### src/rtl/sram_read_serializer_pkg.sv
// Shared definitions for the SRAM read-back serializer: FSM encoding and default sizing.
// Frame length grows by one parity bit when SRAM_RD_PARITY_EN is defined.
package sram_read_serializer_pkg;

  localparam int DEF_DATA_W        = 8;
  localparam int DEF_ACCESS_CYCLES = 2;
  localparam int MAX_ACCESS_CYCLES = 15;

  typedef enum logic [2:0] {
    ST_IDLE    = 3'd0,
    ST_ACCESS  = 3'd1,
    ST_CAPTURE = 3'd2,
    ST_SHIFT   = 3'd3,
    ST_DONE    = 3'd4
  } state_t;

  function automatic int frame_bits(input int data_w);
`ifdef SRAM_RD_PARITY_EN
    return data_w + 1;
`else
    return data_w;
`endif
  endfunction

endpackage

### src/rtl/sram_read_serializer_if.sv
// Request/SRAM/serial-out bundle between the AVR-side controller and the read serializer.
// master drives the request and SRAM data; slave is the serializer itself.
interface sram_read_serializer_if #(
  parameter int DATA_W = sram_read_serializer_pkg::DEF_DATA_W
);
  logic              rd_req;
  logic [DATA_W-1:0] sram_data_in;
  logic              sram_ce_n;
  logic              sram_oe_n;
  logic              avr_so;
  logic              so_valid;
  logic              busy;
  logic              done;

  modport master (
    output rd_req, sram_data_in,
    input  sram_ce_n, sram_oe_n, avr_so, so_valid, busy, done
  );

  modport slave (
    input  rd_req, sram_data_in,
    output sram_ce_n, sram_oe_n, avr_so, so_valid, busy, done
  );
endinterface

### src/rtl/sram_read_serializer_piso_shifter.sv
// MSB-first parallel-in/serial-out register; the output stage idles high and is separate from the
// lower DATA_W-1 bits so it can reset to 1 while the data bits clear. Requires DATA_W >= 3.
module piso_shifter #(
  parameter int DATA_W = 8
) (
  input  logic              clk,
  input  logic              rst_n,
  input  logic              i_load,
  input  logic              i_shift,
  input  logic              i_idle,
  input  logic              i_fill,
  input  logic [DATA_W-1:0] i_dat,
  output logic              o_so
);

  logic [DATA_W-2:0] r_sh;
  logic              r_so;

  always_ff @(posedge clk or negedge rst_n) begin
    if (!rst_n) begin
      r_sh <= '0;
      r_so <= 1'b1;
    end else if (i_load) begin
      r_so <= i_dat[DATA_W-1];
      r_sh <= i_dat[DATA_W-2:0];
    end else if (i_idle) begin
      r_so <= 1'b1;
    end else if (i_shift) begin
      r_so <= r_sh[DATA_W-2];
      r_sh <= {r_sh[DATA_W-3:0], i_fill};
    end
  end

  assign o_so = r_so;

endmodule

### src/rtl/sram_read_serializer.sv
// Runs one SRAM read at the held address, then shifts the byte MSB-first to the AVR on avr_so.
// Optional trailing even-parity bit when SRAM_RD_PARITY_EN is defined.
module sram_read_serializer
  import sram_read_serializer_pkg::*;
#(
  parameter int DATA_W        = DEF_DATA_W,
  parameter int ACCESS_CYCLES = DEF_ACCESS_CYCLES
) (
  input  logic                  avr_clk,
  input  logic                  avr_rst_n,
  sram_read_serializer_if.slave bus
);

  localparam int FRAME_BITS = frame_bits(DATA_W);
  localparam int ACC_W      = $clog2(MAX_ACCESS_CYCLES + 1);
  localparam int BIT_W      = $clog2(FRAME_BITS + 1);

  localparam logic [ACC_W-1:0] ACC_LOAD = ACC_W'(ACCESS_CYCLES - 1);
  localparam logic [BIT_W-1:0] BIT_LAST = BIT_W'(FRAME_BITS - 1);

  state_t           r_state;
  logic [ACC_W-1:0] r_acc_cnt;
  logic [BIT_W-1:0] r_bit_cnt;
  logic             r_ce_n;
  logic             r_oe_n;
  logic             r_vld;
  logic             r_busy;
  logic             r_done;

  logic w_load;
  logic w_last;
  logic w_shift;
  logic w_fill;
  logic w_so;

  assign w_load  = (r_state == ST_CAPTURE);
  assign w_last  = (r_state == ST_SHIFT) && (r_bit_cnt == BIT_LAST);
  assign w_shift = (r_state == ST_SHIFT) && !w_last;

`ifdef SRAM_RD_PARITY_EN
  logic r_par;

  // Parity enters at the first shift and reaches the output stage right after the LSB.
  assign w_fill = r_par;

  always_ff @(posedge avr_clk or negedge avr_rst_n) begin
    if (!avr_rst_n) begin
      r_par <= 1'b0;
    end else if (w_load) begin
      r_par <= ^bus.sram_data_in;
    end
  end
`else
  assign w_fill = 1'b0;
`endif

  piso_shifter #(
    .DATA_W (DATA_W)
  ) u_piso (
    .clk     (avr_clk),
    .rst_n   (avr_rst_n),
    .i_load  (w_load),
    .i_shift (w_shift),
    .i_idle  (w_last),
    .i_fill  (w_fill),
    .i_dat   (bus.sram_data_in),
    .o_so    (w_so)
  );

  always_ff @(posedge avr_clk or negedge avr_rst_n) begin
    if (!avr_rst_n) begin
      r_state   <= ST_IDLE;
      r_acc_cnt <= '0;
      r_bit_cnt <= '0;
      r_ce_n    <= 1'b1;
      r_oe_n    <= 1'b1;
      r_vld     <= 1'b0;
      r_busy    <= 1'b0;
      r_done    <= 1'b0;
    end else begin
      case (r_state)
        ST_IDLE: begin
          if (bus.rd_req) begin
            r_state   <= ST_ACCESS;
            r_acc_cnt <= ACC_LOAD;
            r_ce_n    <= 1'b0;
            r_oe_n    <= 1'b0;
            r_busy    <= 1'b1;
          end
        end
        ST_ACCESS: begin
          if (r_acc_cnt == '0) begin
            r_state <= ST_CAPTURE;
          end else begin
            r_acc_cnt <= r_acc_cnt - 1'b1;
          end
        end
        ST_CAPTURE: begin
          r_state   <= ST_SHIFT;
          r_ce_n    <= 1'b1;
          r_oe_n    <= 1'b1;
          r_vld     <= 1'b1;
          r_bit_cnt <= '0;
        end
        ST_SHIFT: begin
          if (w_last) begin
            r_state <= ST_DONE;
            r_vld   <= 1'b0;
            r_done  <= 1'b1;
          end else begin
            r_bit_cnt <= r_bit_cnt + 1'b1;
          end
        end
        ST_DONE: begin
          r_state <= ST_IDLE;
          r_done  <= 1'b0;
          r_busy  <= 1'b0;
        end
        default: begin
          r_state <= ST_IDLE;
        end
      endcase
    end
  end

  assign bus.sram_ce_n = r_ce_n;
  assign bus.sram_oe_n = r_oe_n;
  assign bus.avr_so    = w_so;
  assign bus.so_valid  = r_vld;
  assign bus.busy      = r_busy;
  assign bus.done      = r_done;

endmodule

### src/flat_wrapper.sv
// flat-port wrapper written by rule: the top's interface ports become plain ports
module sram_read_serializer_flat import sram_read_serializer_pkg::*;
#(
  parameter int DATA_W        = DEF_DATA_W,
  parameter int ACCESS_CYCLES = DEF_ACCESS_CYCLES
)
  (avr_clk, avr_rst_n, bus_rd_req, bus_sram_data_in, bus_sram_ce_n, bus_sram_oe_n, bus_avr_so, bus_so_valid, bus_busy, bus_done);
  sram_read_serializer_if #(.DATA_W(DATA_W)) bus_i ();
  input  logic avr_clk;
  input  logic avr_rst_n;
  input wire logic [$bits(bus_i.rd_req)-1:0] bus_rd_req;
  input wire logic [$bits(bus_i.sram_data_in)-1:0] bus_sram_data_in;
  output wire logic [$bits(bus_i.sram_ce_n)-1:0] bus_sram_ce_n;
  output wire logic [$bits(bus_i.sram_oe_n)-1:0] bus_sram_oe_n;
  output wire logic [$bits(bus_i.avr_so)-1:0] bus_avr_so;
  output wire logic [$bits(bus_i.so_valid)-1:0] bus_so_valid;
  output wire logic [$bits(bus_i.busy)-1:0] bus_busy;
  output wire logic [$bits(bus_i.done)-1:0] bus_done;
  assign bus_i.rd_req = bus_rd_req;
  assign bus_i.sram_data_in = bus_sram_data_in;
  assign bus_sram_ce_n = bus_i.sram_ce_n;
  assign bus_sram_oe_n = bus_i.sram_oe_n;
  assign bus_avr_so = bus_i.avr_so;
  assign bus_so_valid = bus_i.so_valid;
  assign bus_busy = bus_i.busy;
  assign bus_done = bus_i.done;
  sram_read_serializer #(.DATA_W(DATA_W), .ACCESS_CYCLES(ACCESS_CYCLES)) u_core (.avr_clk(avr_clk), .avr_rst_n(avr_rst_n), .bus(bus_i));
endmodule
### config.mk
export PLATFORM = sky130hd
export DESIGN_NAME = sram_read_serializer_flat
export DESIGN_NICKNAME = d
export VERILOG_FILES = /design/src/rtl/sram_read_serializer_pkg.sv /design/src/rtl/sram_read_serializer_if.sv /design/src/rtl/sram_read_serializer_piso_shifter.sv /design/src/rtl/sram_read_serializer.sv /design/src/flat_wrapper.sv
export SDC_FILE = /design/constraint.sdc
export NUM_CORES = 1
export LEC_CHECK = 0
export ABC_CLOCK_PERIOD_IN_PS = 2400
export BUFFER_PORTS_ARGS = -buffer_cell sky130_fd_sc_hd__buf_2
export CAP_MARGIN = 15
export CORE_ASPECT_RATIO = 0.5
export CORE_MARGIN = 2
export CORE_UTILIZATION = 46
export CTS_BUF_LIST = sky130_fd_sc_hd__clkbuf_16
export DETAILED_ROUTE_END_ITERATION = 8
export PLACE_DENSITY = 0.73
export SLEW_MARGIN = 0
export SYNTH_ARGS = -nofsm -noshare
export SYNTH_HDL_FRONTEND = slang
export SYNTH_SLANG_ARGS = --single-unit
### constraint.sdc
create_clock -name avr_clk -period 2.4 [get_ports avr_clk]
set_clock_uncertainty 0.2 [all_clocks]
set_input_delay 0.48 -clock avr_clk [delete_from_list [all_inputs] [get_ports avr_clk]]
set_output_delay 0.48 -clock avr_clk [all_outputs]
set_load 0.05 [all_outputs]
==> results_dict.tcl, run 1 <==
set metrics [dict create \
    drv_cap 0 \
    yosys_warnings 0 \
    antenna_found_initial 0 \
    synthesis.area_um2 1230 \
    period_minus_slack_ns 1.92 \
    gr-usage-all-layers_pct 15.3 \
    ys_ff_latch 23 \
    place_area_um2 1310 \
    fin_setup_tns_ns 0 \
    num_antenna_cells 0 \
    synth_edf_count 0 \
    slowest_delay_ns 0.55 \
    ys_seq_area_share_pct 47.0 \
    drt_iter0_drc 37 \
    cpMaxStageDelayCell "dfrtp_1" \
    cp-start-kind "flip-flop" \
    reg2reg_slack_ns 0.48 \
    postCtsResizedCells 0 \
    cts_tree "yes" \
    ir_worst_vdd_v 0.000696 \
    cp_cell_sequence "nor2b_1, and2_1, o21ai_0" \
    ant_nets 0 \
    wl_um 2160 \
    ys_types 40 \
    postCtsSetupBuffers 0 \
    nFillCells 250 \
    grt_pass1_vias 728 \
    slew_violations 0 \
    io_buffers 16 \
    dieArea_um2 3130 \
    ys.flop_type "dfrtp_1" \
    insertion_delay_ns 0.25 \
    cts_buffers 3 \
    clockBufferDepth 2 \
    stdcell_area_um2 1390 \
    drc 0 \
    htreeDepth 1 \
    synth_top_area_share_pct 42.7 \
    dr.pass1.iters 3 \
    p_total_mw 2.02 \
    grt_overflow 0 \
    status "finished, violations left" \
    fin_ws_ns 0.476 \
    worst_pin_slew_ns 0.574 \
    rsz0062_at_grt "false" \
    yosys.area.top_type "dfrtp_1" \
    hold_path.class "in2async" \
    clkTransAtPathRegs_ns 0.06 \
    syn_avg_cell_area_um2 10.8 \
    finalCritPeriodShare_pct 80.2 \
    layout.nets 142 \
    hold_ws_ns -0.0114 \
    crit_arrival_ns 1.85 \
    synthTopCellsByArea "dfrtp_1 43%, mux2i_1 7.3%, a21oi_1 6.9%" \
    wl_per_cell_um 13.2 \
    vias_per_cell 5.22 \
    syn_nets 128 \
    p_leak_nw 0.646 \
    setup-violations-final 0 \
    critPathRequiredTime_ns 2.33 \
    std_cell_rows 13 \
    crit_type "reg2reg" \
    dp_slack_ns 0.540 \
    ios 17 \
    fin_util_pct 54.2 \
    cp-end-kind "flip-flop" \
    postCtsHoldBufs 0 \
    placed_cells 160 \
    num_vias 856 \
    die_x_um 77.2 \
    clockRootBuffer "clkbuf_16" \
    dp_hpwl_um 1560 \
    p_per_area_nw_per_um2 1450 \
    hold_viol 21 \
    fmax_ghz 0.520 \
    layout-drive-gt1-share_pct 27.6 \
    crit_fanout 11 \
    grt_max_degree 24 \
    violations "negative hold slack" \
    relSlewSlack_pct 61.7 \
    synthArstFlopShare_pct 100 \
    area_growth_pct 13.1 \
    cts_sinks 23 \
    gp_congestion 0.742 \
    die_h_um 40.6 \
    grt_first_pass_wirelength_um 3520 \
    synthCells 114 \
    core_area_um2 2570 \
    start_util_pct 47.9 \
    instances_no_fill 164 \
]
==> sequential cells by signal, summed over array words and instances (netlist names) <==
name and count:
u_core.bus.busy 1, u_core.bus.done 1, u_core.bus.so_valid 1, u_core.bus.sram_ce_n 1, u_core.r_acc_cnt 4, u_core.r_bit_cnt 4, u_core.r_state 3, u_core.u_piso.o_so 1
u_core.u_piso.r_sh 7
==> synth_stat cells (2+ instances only) <==
master and n:
nor3b_2 2, buf_4 3, ha_1 3, a211o_1 2, nand2_1 4, buf_2 3, o21ai_0 5, mux2i_1 9
a22o_2 2, nand3_1 2, dfrtp_1 21, inv_1 8, nor2_1 5, nand2b_1 2, dfstp_2 2, a21oi_1 17
==> kinds of logic (layout without fill, tap and decap cells) <==
logic type / Yosys count / after routing / synth area share [%]
AOI/OAI and AO/OA: 34 / 34 / 17.5
and+or+nand+nor: 28 / 28 / 17.8
DFF: 23 / 23 / 47.0
buffers and inverters: 16 / 29 / 6.71
muxes: 9 / 9 / 7.32
adders and majority gates: 3 / 3 / 3.05
xor gates and xnor gates: 1 / 1 / 0.712
==> routing by layer <==
metal | wire, um | global-route usage [%] | vias up
li1 | - | - | 428
met4 | 17 | 4.02 | 0
met3 | 56 | 5.41 | 2
met5 | 0 | 0 | -
met1 | 1130 | 20.4 | 417
met2 | 962 | 24.3 | 9
==> placed cells by master (no fill, tap or decap), drive strengths merged, types with 2 or more instances in the layout <==
| cell type | count |
|---|---|
| dfrtp | 21 |
| nor4b | 2 |
| nor2 | 5 |
| buf | 17 |
| mux2i | 9 |
| clkbuf | 3 |
| and2 | 2 |
| nor3b | 3 |
| a22o | 3 |
| dfstp | 2 |
| nand3 | 2 |
| a21oi | 18 |
| ha | 3 |
| nand2b | 2 |
| nand2 | 4 |
| inv | 8 |
| o21ai | 5 |
| a211o | 2 |
==> final timing paths <==
kind	from	endpoint	cells after the start
max in group asynchronous	avr_rst_n	u_core.u_piso.o_so$_DFFE_PN1P_	1
min reg2reg	u_core.bus.sram_ce_n$_DFFE_PN1P_	u_core.bus.sram_ce_n$_DFFE_PN1P_	2
min in group avr_clk	bus_sram_data_in[0]	u_core.u_piso.r_sh[0]$_DFFE_PN0P_	3
max	u_core.r_state[1]$_DFFE_PN0P_	u_core.u_piso.r_sh[0]$_DFFE_PN0P_	3
min	avr_rst_n	u_core.r_acc_cnt[3]$_DFFE_PN0P_	1
max reg2reg	u_core.r_state[1]$_DFFE_PN0P_	u_core.u_piso.r_sh[0]$_DFFE_PN0P_	3
==> where the power goes <==
group	switching, mW	internal, mW	leakage, nW
logic	0.519	0.386	0.337
registers	0.175	0.577	0.268
clock network	0.138	0.224	0.0409
==> worst max-delay path, delay by kind of cell (launching register included) <==
family / cells / cell delay [ns]
AOI/OAI and AO/OA: 1 / 0.13
DFF: 1 / 0.55
and+or+nand+nor: 2 / 0.91
==> cell type report <==
class                   count  area (um2)  share of cell area, %
flip-flops and latches     23         578                   41.5
multi-input cells          75         571                   41.0
repair buffers             17        87.6                   6.29
clock buffers               3        75.1                   5.39
well taps                  37        46.3                   3.32
inverters                   8        30.0                   2.16
clock inverters             1        5.00                  0.359
Note: power is estimated with default switching activity, not from simulation.
==> run 2, diff against run 1 <==
--- a/config.mk
+++ b/config.mk
@@ -5,15 +5,15 @@
 export SDC_FILE = /design/constraint.sdc
 export NUM_CORES = 1
 export LEC_CHECK = 0
-export ABC_CLOCK_PERIOD_IN_PS = 2400
+export ABC_AREA = 1
+export ABC_CLOCK_PERIOD_IN_PS = 1700
 export BUFFER_PORTS_ARGS = -buffer_cell sky130_fd_sc_hd__buf_2
 export CAP_MARGIN = 15
-export CORE_ASPECT_RATIO = 0.5
 export CORE_MARGIN = 2
 export CORE_UTILIZATION = 46
 export CTS_BUF_LIST = sky130_fd_sc_hd__clkbuf_16
 export DETAILED_ROUTE_END_ITERATION = 8
-export PLACE_DENSITY = 0.73
+export PLACE_DENSITY = 0.76
 export SLEW_MARGIN = 0
 export SYNTH_ARGS = -nofsm -noshare
 export SYNTH_HDL_FRONTEND = slang
==> constraint.sdc (replaced) <==
create_clock -name avr_clk -period 1.7 [get_ports avr_clk]
set_clock_uncertainty 0.2 [all_clocks]
set_input_delay 0.34 -clock avr_clk [delete_from_list [all_inputs] [get_ports avr_clk]]
set_output_delay 0.34 -clock avr_clk [all_outputs]
set_load 0.05 [all_outputs]
==> run 2 against run 1 <==
Compared with the run above:
- the run now ends clean
- routed wire length grew 0.32%
- synthesized cell count grew 30%
- global-route usage grew 1.2 points
- sequential power grew 21%
- first-iteration DRC count shrank 65%
- utilization grew 1.0 points
- hold slack gained 0.097 ns
- area after synthesis shrank 4.0%
- cell count grew 20%
- total power grew 31%
- critical endpoint is now bus_sram_oe_n
- largest power group unchanged
==> results_dict.tcl, run 2 <==
set metrics [dict create \
    cts_tree "yes" \
    critPathRequiredTime_ns 1.16 \
    ant_nets 0 \
    top_regs "u_core.u_piso.r_sh: 7 flops, u_core.r_acc_cnt: 4 flops, u_core.r_bit_cnt: 4 flops" \
    ys_seq_area_share_pct 48.9 \
    clockRootBuffer "clkbuf_16" \
    wl_per_cell_um 11.1 \
    yosys_warnings 0 \
    worst_pin_slew_ns 0.513 \
    insertion_delay_ns 0.25 \
    final_cell_mix "54 x nand2_1, 21 x dfrtp_1, 18 x nand3_1" \
    cts_sinks 23 \
    core_area_um2 2450 \
    crit_fanout 3 \
    syn_avg_cell_area_um2 7.99 \
    finalCritPeriodShare_pct 93.0 \
    fin_setup_tns_ns 0 \
    vias_per_cell 4.97 \
    num_vias 974 \
    period_minus_slack_ns 1.58 \
    ys_types 22 \
    cp-end-kind "output port" \
    yosys-top-cells-count "54 x nand2_1, 21 x dfrtp_1, 18 x nand3_1" \
    layout_commonest_cell "nand2_1" \
    drt_iter0_drc 13 \
    std_cell_rows 18 \
    cp_top_family "flip-flops" \
    clockBufferDepth 2 \
    instances_no_fill 196 \
    setup-violations-final 0 \
    synth_top_area_share_pct 44.4 \
    grt_pass1_vias 858 \
    synthCells 148 \
    wl_um 2170 \
    io_buffers 16 \
    drv_cap 0 \
    cp_cell_sequence "buf_2" \
    clkTransAtPathRegs_ns 0.06 \
    p_per_area_nw_per_um2 1950 \
    rsz0062_at_grt "false" \
    dp_hpwl_um 1550 \
    grt_overflow 0 \
    crit_type "reg2out" \
    grt_max_degree 24 \
    regMostFlops "u_core.u_piso.r_sh" \
    num_antenna_cells 0 \
    yosys.area.top_type "dfrtp_1" \
    status "complete, no violations" \
    nFillCells 245 \
    cts_buffers 3 \
    postCtsResizedCells 0 \
    placed_cells 191 \
    synthTopCellsByArea "dfrtp_1 44%, nand2_1 17%, nand3_1 7.6%" \
    slew_violations 0 \
    cpMaxStageDelayCell "dfstp_2" \
    postCtsHoldBufs 1 \
    die_h_um 54.7 \
    ys_ff_latch 23 \
    layout.nets 181 \
    postCtsSetupBuffers 0 \
    gr-usage-all-layers_pct 16.5 \
    fmax_ghz 0.632 \
    start_util_pct 48.2 \
    grt_first_pass_wirelength_um 3530 \
    hold_path.class "in2reg" \
    drc 0 \
    worst-path-buf-inv 1 \
    synthArstFlopShare_pct 100 \
    ys.flop_type "dfrtp_1" \
    post-synth-top-count-cell "nand2_1" \
    synth_edf_count 0 \
    synthesis.area_um2 1180 \
    ios 17 \
    ir_worst_vdd_v 0.000918 \
    layout-drive-gt1-share_pct 19.9 \
    htreeDepth 1 \
    die_x_um 54.7 \
    p_leak_nw 0.737 \
    crit_arrival_ns 1.04 \
    area_growth_pct 14.6 \
    relSlewSlack_pct 65.8 \
    slowest_delay_ns 0.53 \
    antenna_found_initial 0 \
    dr.pass1.iters 4 \
    largest_reg_flops 7 \
    hold_viol 0 \
    dieArea_um2 2990 \
    gp_congestion 0.718 \
    cp-start-kind "flip-flop" \
    syn_nets 162 \
]
run 2: layout make-up:
| cell class | count | area, um2 | share of cell area [%] |
|---|---|---|---|
| Clock inverter | 1 | 3.75 | 0.277 |
| Multi-Input combinational cell | 106 | 505 | 37.3 |
| Timing Repair Buffer | 18 | 97.6 | 7.20 |
| Sequential cell | 23 | 578 | 42.7 |
| Tap cell | 30 | 37.5 | 2.77 |
| Inverter | 15 | 57.6 | 4.25 |
| Clock buffer | 3 | 75.1 | 5.54 |
run 2: worst paths after layout:
check / start / to / slack [ns] / depth (start not counted)
max: u_core.bus.sram_ce_n$_DFFE_PN1P_ / bus_sram_oe_n / 0.12 / 1
min: bus_sram_data_in[0] / u_core.u_piso.r_sh[0]$_DFFE_PN0P_ / 0.09 / 3
max reg2reg: u_core.r_bit_cnt[0]$_DFFE_PN0P_ / u_core.u_piso.r_sh[4]$_DFFE_PN0P_ / 0.13 / 6
min reg2reg: u_core.bus.sram_ce_n$_DFFE_PN1P_ / u_core.bus.sram_ce_n$_DFFE_PN1P_ / 0.27 / 2
max in group asynchronous: avr_rst_n / u_core.bus.sram_ce_n$_DFFE_PN1P_ / 0.55 / 2
min in group asynchronous: avr_rst_n / u_core.bus.so_valid$_DFFE_PN0P_ / 0.39 / 2
run 2: stage by stage:
stage / total power [mW] / utilization (%) / hold WS, ns / instance area [um2] / setup slack, ns
2_1_floorplan: 1.96 / - / -0.156 / 1180 / 0.232
3_3_place_gp: 2.10 / 51.6 / 0.141 / 1270 / 0.223
3_5_place_dp: 2.16 / 51.6 / 0.144 / 1270 / 0.153
4_1_cts: 2.66 / 55.2 / 0.0851 / 1360 / 0.112
5_1_grt: 2.88 / 55.2 / 0.103 / 1360 / 0.0345
6_report: 2.64 / 55.2 / 0.0852 / 1360 / 0.119
run 2: tightest hold or removal path: stages:
cell and delay, ns:
buf_2 0.07, nand2_1 0.04, nand2_1 0.05
run 2: layer usage:
layer  GRT usage (%)  vias up  wire length [um]
met3            2.19        4               105
met4            9.17        0                25
li1                -      506                 -
met2            25.6       26               989
met1            22.1      438              1050
met5               0        -                 0
run 2: power by group:
part	leakage [nW]	total (mW)	switching [mW]	internal, mW
Sequential	0.283	0.913	0.145	0.768
Combinational	0.411	1.24	0.857	0.380
Clock	0.0423	0.493	0.180	0.313
run 2: logic make-up after synthesis:
kind of cell / after synthesis / share of synthesized area, %
buf+inv: 19 / 8.36
simple gates: 92 / 34.7
flops: 23 / 48.9
fa+ha+maj: 3 / 3.17
compound gates: 11 / 4.87
==> run 3, diff against run 2 <==
--- a/config.mk
+++ b/config.mk
@@ -9,6 +9,7 @@
 export ABC_CLOCK_PERIOD_IN_PS = 1700
 export BUFFER_PORTS_ARGS = -buffer_cell sky130_fd_sc_hd__buf_2
 export CAP_MARGIN = 15
+export CORE_ASPECT_RATIO = 0.5
 export CORE_MARGIN = 2
 export CORE_UTILIZATION = 46
 export CTS_BUF_LIST = sky130_fd_sc_hd__clkbuf_16
@@ -17,4 +18,5 @@
 export SLEW_MARGIN = 0
 export SYNTH_ARGS = -nofsm -noshare
 export SYNTH_HDL_FRONTEND = slang
+export SYNTH_HIERARCHICAL = 1
 export SYNTH_SLANG_ARGS = --single-unit
==> run 3 against run 2 <==
Compared with the run above:
- utilization up 2.5 points
- global-route usage up 0.70 points
- die area up 5.5%
- non-clock buffer count up 5
- sequential share of layout area down 3.9 points
- via count up 12%
- critical endpoint is now u_core/u_piso/r_sh[3]$_DFFE_PN0P_
- largest cell class unchanged
- highest routed layer unchanged
==> results_dict.tcl, run 3 <==
set metrics [dict create \
    period_minus_slack_ns 1.66 \
    antenna_found_initial 0 \
    num_vias 1095 \
    synthArstFlopShare_pct 100 \
    gr-usage-all-layers_pct 17.2 \
    fmax_ghz 0.603 \
    ys_seq_area_share_pct 46.5 \
    crit_arrival_ns 1.60 \
    synthesis.area_um2 1240 \
    combPwrFrac_pct 51.1 \
    worst_pin_slew_ns 0.525 \
    critPathRequiredTime_ns 1.64 \
    vias_per_cell 4.95 \
    final_cell_mix "60 x nand2_1, 21 x dfrtp_1, 19 x inv_1" \
    layout-drive-gt1-share_pct 23.9 \
    dp_slack_ns 0.00552 \
    gp_congestion 0.826 \
    seq_power_share_pct 32.1 \
    cts_tree "yes" \
    ys_ff_latch 23 \
    ys.flop_type "dfrtp_1" \
    top_regs "u_core/u_piso/r_sh: 7 flops, u_core/r_acc_cnt: 4 flops, u_core/r_bit_cnt: 4 flops" \
    crit_type "reg2reg" \
    setup-violations-final 0 \
    p_total_mw 2.97 \
    layout.nets 199 \
    cp-end-kind "flip-flop" \
    regMostFlops "u_core/u_piso/r_sh" \
    synth_top_area_share_pct 42.3 \
    die_x_um 77.5 \
    p_per_area_nw_per_um2 1990 \
    p_sw_share_pct 46.1 \
    internal-power_mw 1.60 \
    cts_sinks 23 \
    ir_worst_vdd_v 0.000744 \
    start_util_pct 48.0 \
    largest_reg_flops 7 \
    core_area_um2 2590 \
    area_growth_pct 20.0 \
    hold_viol 0 \
    status "complete, no violations" \
    fin_util_pct 57.7 \
    layout_commonest_cell "nand2_1" \
    die_h_um 40.8 \
    synthCells 160 \
    ant_nets 0 \
    yosys-top-cells-count "61 x nand2_1, 21 x dfrtp_1, 19 x inv_1" \
    drc 0 \
    drv_cap 0 \
    cts_buffers 3 \
    grt_pass1_vias 957 \
    dr.pass1.iters 5 \
    syn_nets 174 \
    synth_edf_count 0 \
    fin_ws_ns 0.0430 \
    clkTransAtPathRegs_ns 0.06 \
    grt_max_degree 24 \
    io_buffers 16 \
    grt_first_pass_wirelength_um 4090 \
    drt_iter0_drc 54 \
    clockBufferDepth 2 \
    synthTopCellsByArea "dfrtp_1 42%, nand2_1 18%, nand3_1 6.4%" \
    wl_um 2530 \
    finalCritPeriodShare_pct 97.5 \
    grt_overflow 0 \
    p_clk_share_pct 16.8 \
    insertion_delay_ns 0.25 \
    dieArea_um2 3160 \
    num_antenna_cells 0 \
    hold_path.class "in2reg" \
    std_cell_rows 13 \
    yosys.area.top_type "dfrtp_1" \
    wl_per_cell_um 11.4 \
    relSlewSlack_pct 65.0 \
    post-synth-top-count-cell "nand2_1" \
    ys_types 24 \
    cp-start-kind "flip-flop" \
    dp_hpwl_um 1760 \
    clockRootBuffer "clkbuf_16" \
    yosys_warnings 6 \
    p_switching_mw 1.37 \
    syn_avg_cell_area_um2 7.77 \
    crit_fanout 8 \
    slew_violations 0 \
    htreeDepth 1 \
    ios 17 \
    p_leak_nw 0.827 \
]
==> run 3: cell count changes in the layout (fill, tap and decap cells not counted), sizes merged <==
cell	delta
nand2	+10
inv	+7
buf	+5
nand3	-3
o21ai	-2
a22oi	+1
clkinv	-1
conb	+1
nand3b	+1
nand4	-1
nor3	+1
o211ai	-1
==> run 3: layer usage <==
| layer | part of all wire, % | up-vias | track usage (%) |
|---|---|---|---|
| met1 | 44 | 506 | 19.9 |
| met4 | 1.1 | 0 | 5.36 |
| met2 | 49 | 41 | 32.4 |
| li1 | - | 544 | - |
| met5 | 0 | - | 0 |
| met3 | 5.8 | 4 | 5.51 |
==> run 3: path summary, 6_finish.rpt <==
path | from | end | slack [ns] | depth (start not counted)
setup / recovery | u_core/r_bit_cnt[1]$_DFFE_PN0P_ | u_core/u_piso/r_sh[3]$_DFFE_PN0P_ | 0.04 | 10
hold / removal | bus_sram_data_in[7] | u_core/u_piso/o_so$_DFFE_PN1P_ | 0.16 | 5
setup reg to reg | u_core/r_bit_cnt[1]$_DFFE_PN0P_ | u_core/u_piso/r_sh[3]$_DFFE_PN0P_ | 0.04 | 10
hold reg to reg | u_core/bus.so_valid$_DFFE_PN0P_ | u_core/bus.so_valid$_DFFE_PN0P_ | 0.27 | 2
max in group asynchronous | avr_rst_n | u_core/bus.sram_oe_n$_DFFE_PN1P_ | 0.53 | 2
min in group asynchronous | avr_rst_n | u_core/u_piso/r_sh[5]$_DFFE_PN0P_ | 0.40 | 2
==> run 3: layout make-up <==
class,instances,area (um2)
fillers,239,1090
flip-flops and latches,23,578
multi-input cells,113,567
repair buffers,23,135
inverters,21,86.3
clock buffers,3,75.1
well taps,37,46.3
clock inverters,1,3.75
==> run 3: power by group through the flow <==
stage / Combinational (mW) / Clock, mW / Sequential (mW)
final: 1.52 / 0.499 / 0.953
after global routing: 1.70 / 0.539 / 0.982
after CTS: 1.47 / 0.510 / 0.943
after detailed placement: 1.43 / 0 / 0.956
after global placement: 1.38 / 0 / 0.951
after floorplan: 1.03 / 0 / 1.08
==> run 3: cell families (layout without fill, tap and decap cells) <==
| kind of cell | after synthesis | in the layout | share of synthesized area (%) |
|---|---|---|---|
| AO/OA/AOI/OAI | 9 | 9 | 4.13 |
| buffers and inverters | 24 | 48 | 9.67 |
| AND/OR/NAND/NOR | 100 | 100 | 36.4 |
| flip-flops | 23 | 23 | 46.5 |
| other | 1 | 1 | 0.302 |
| adder cells (fa/ha/maj) | 3 | 3 | 3.02 |
==> run 3: stage by stage <==
stage / TNS (ns) / cells / cell area, um2 / hold slack, ns
final: 0 / 221 / 1490 / 0.162
after global routing: -0.0670 / 221 / 1490 / 0.186
after CTS: 0 / 220 / 1460 / 0.165
after detailed placement: 0 / 214 / 1370 / 0.141
after global placement: 0 / 214 / 1370 / 0.145
after floorplan: 0 / 160 / 1240 / -0.156
==> run 3: critical path, cell delays in order, from the launching register on <==
cell and delay [ns]:
dfrtp_1 0.40, ha_2 0.25, nand3_4 0.11, inv_1 0.07, nand2_1 0.06, inv_1 0.08
inv_1 0.06, nand2_4 0.11, nand2_4 0.09, nand2_1 0.07, nand2_1 0.05
==> run 3: what timing repair did <==
| item | in CTS | in global routing |
|---|---|---|
| setup buffers | 1 | 1 |
| resized for setup | 0 | 6 |
| hold endpoints to repair | 21 | 0 |
| hold buffers | 1 | 0 |
| pin swaps | 0 | 2 |
| setup endpoints to repair | 7 | 7 |
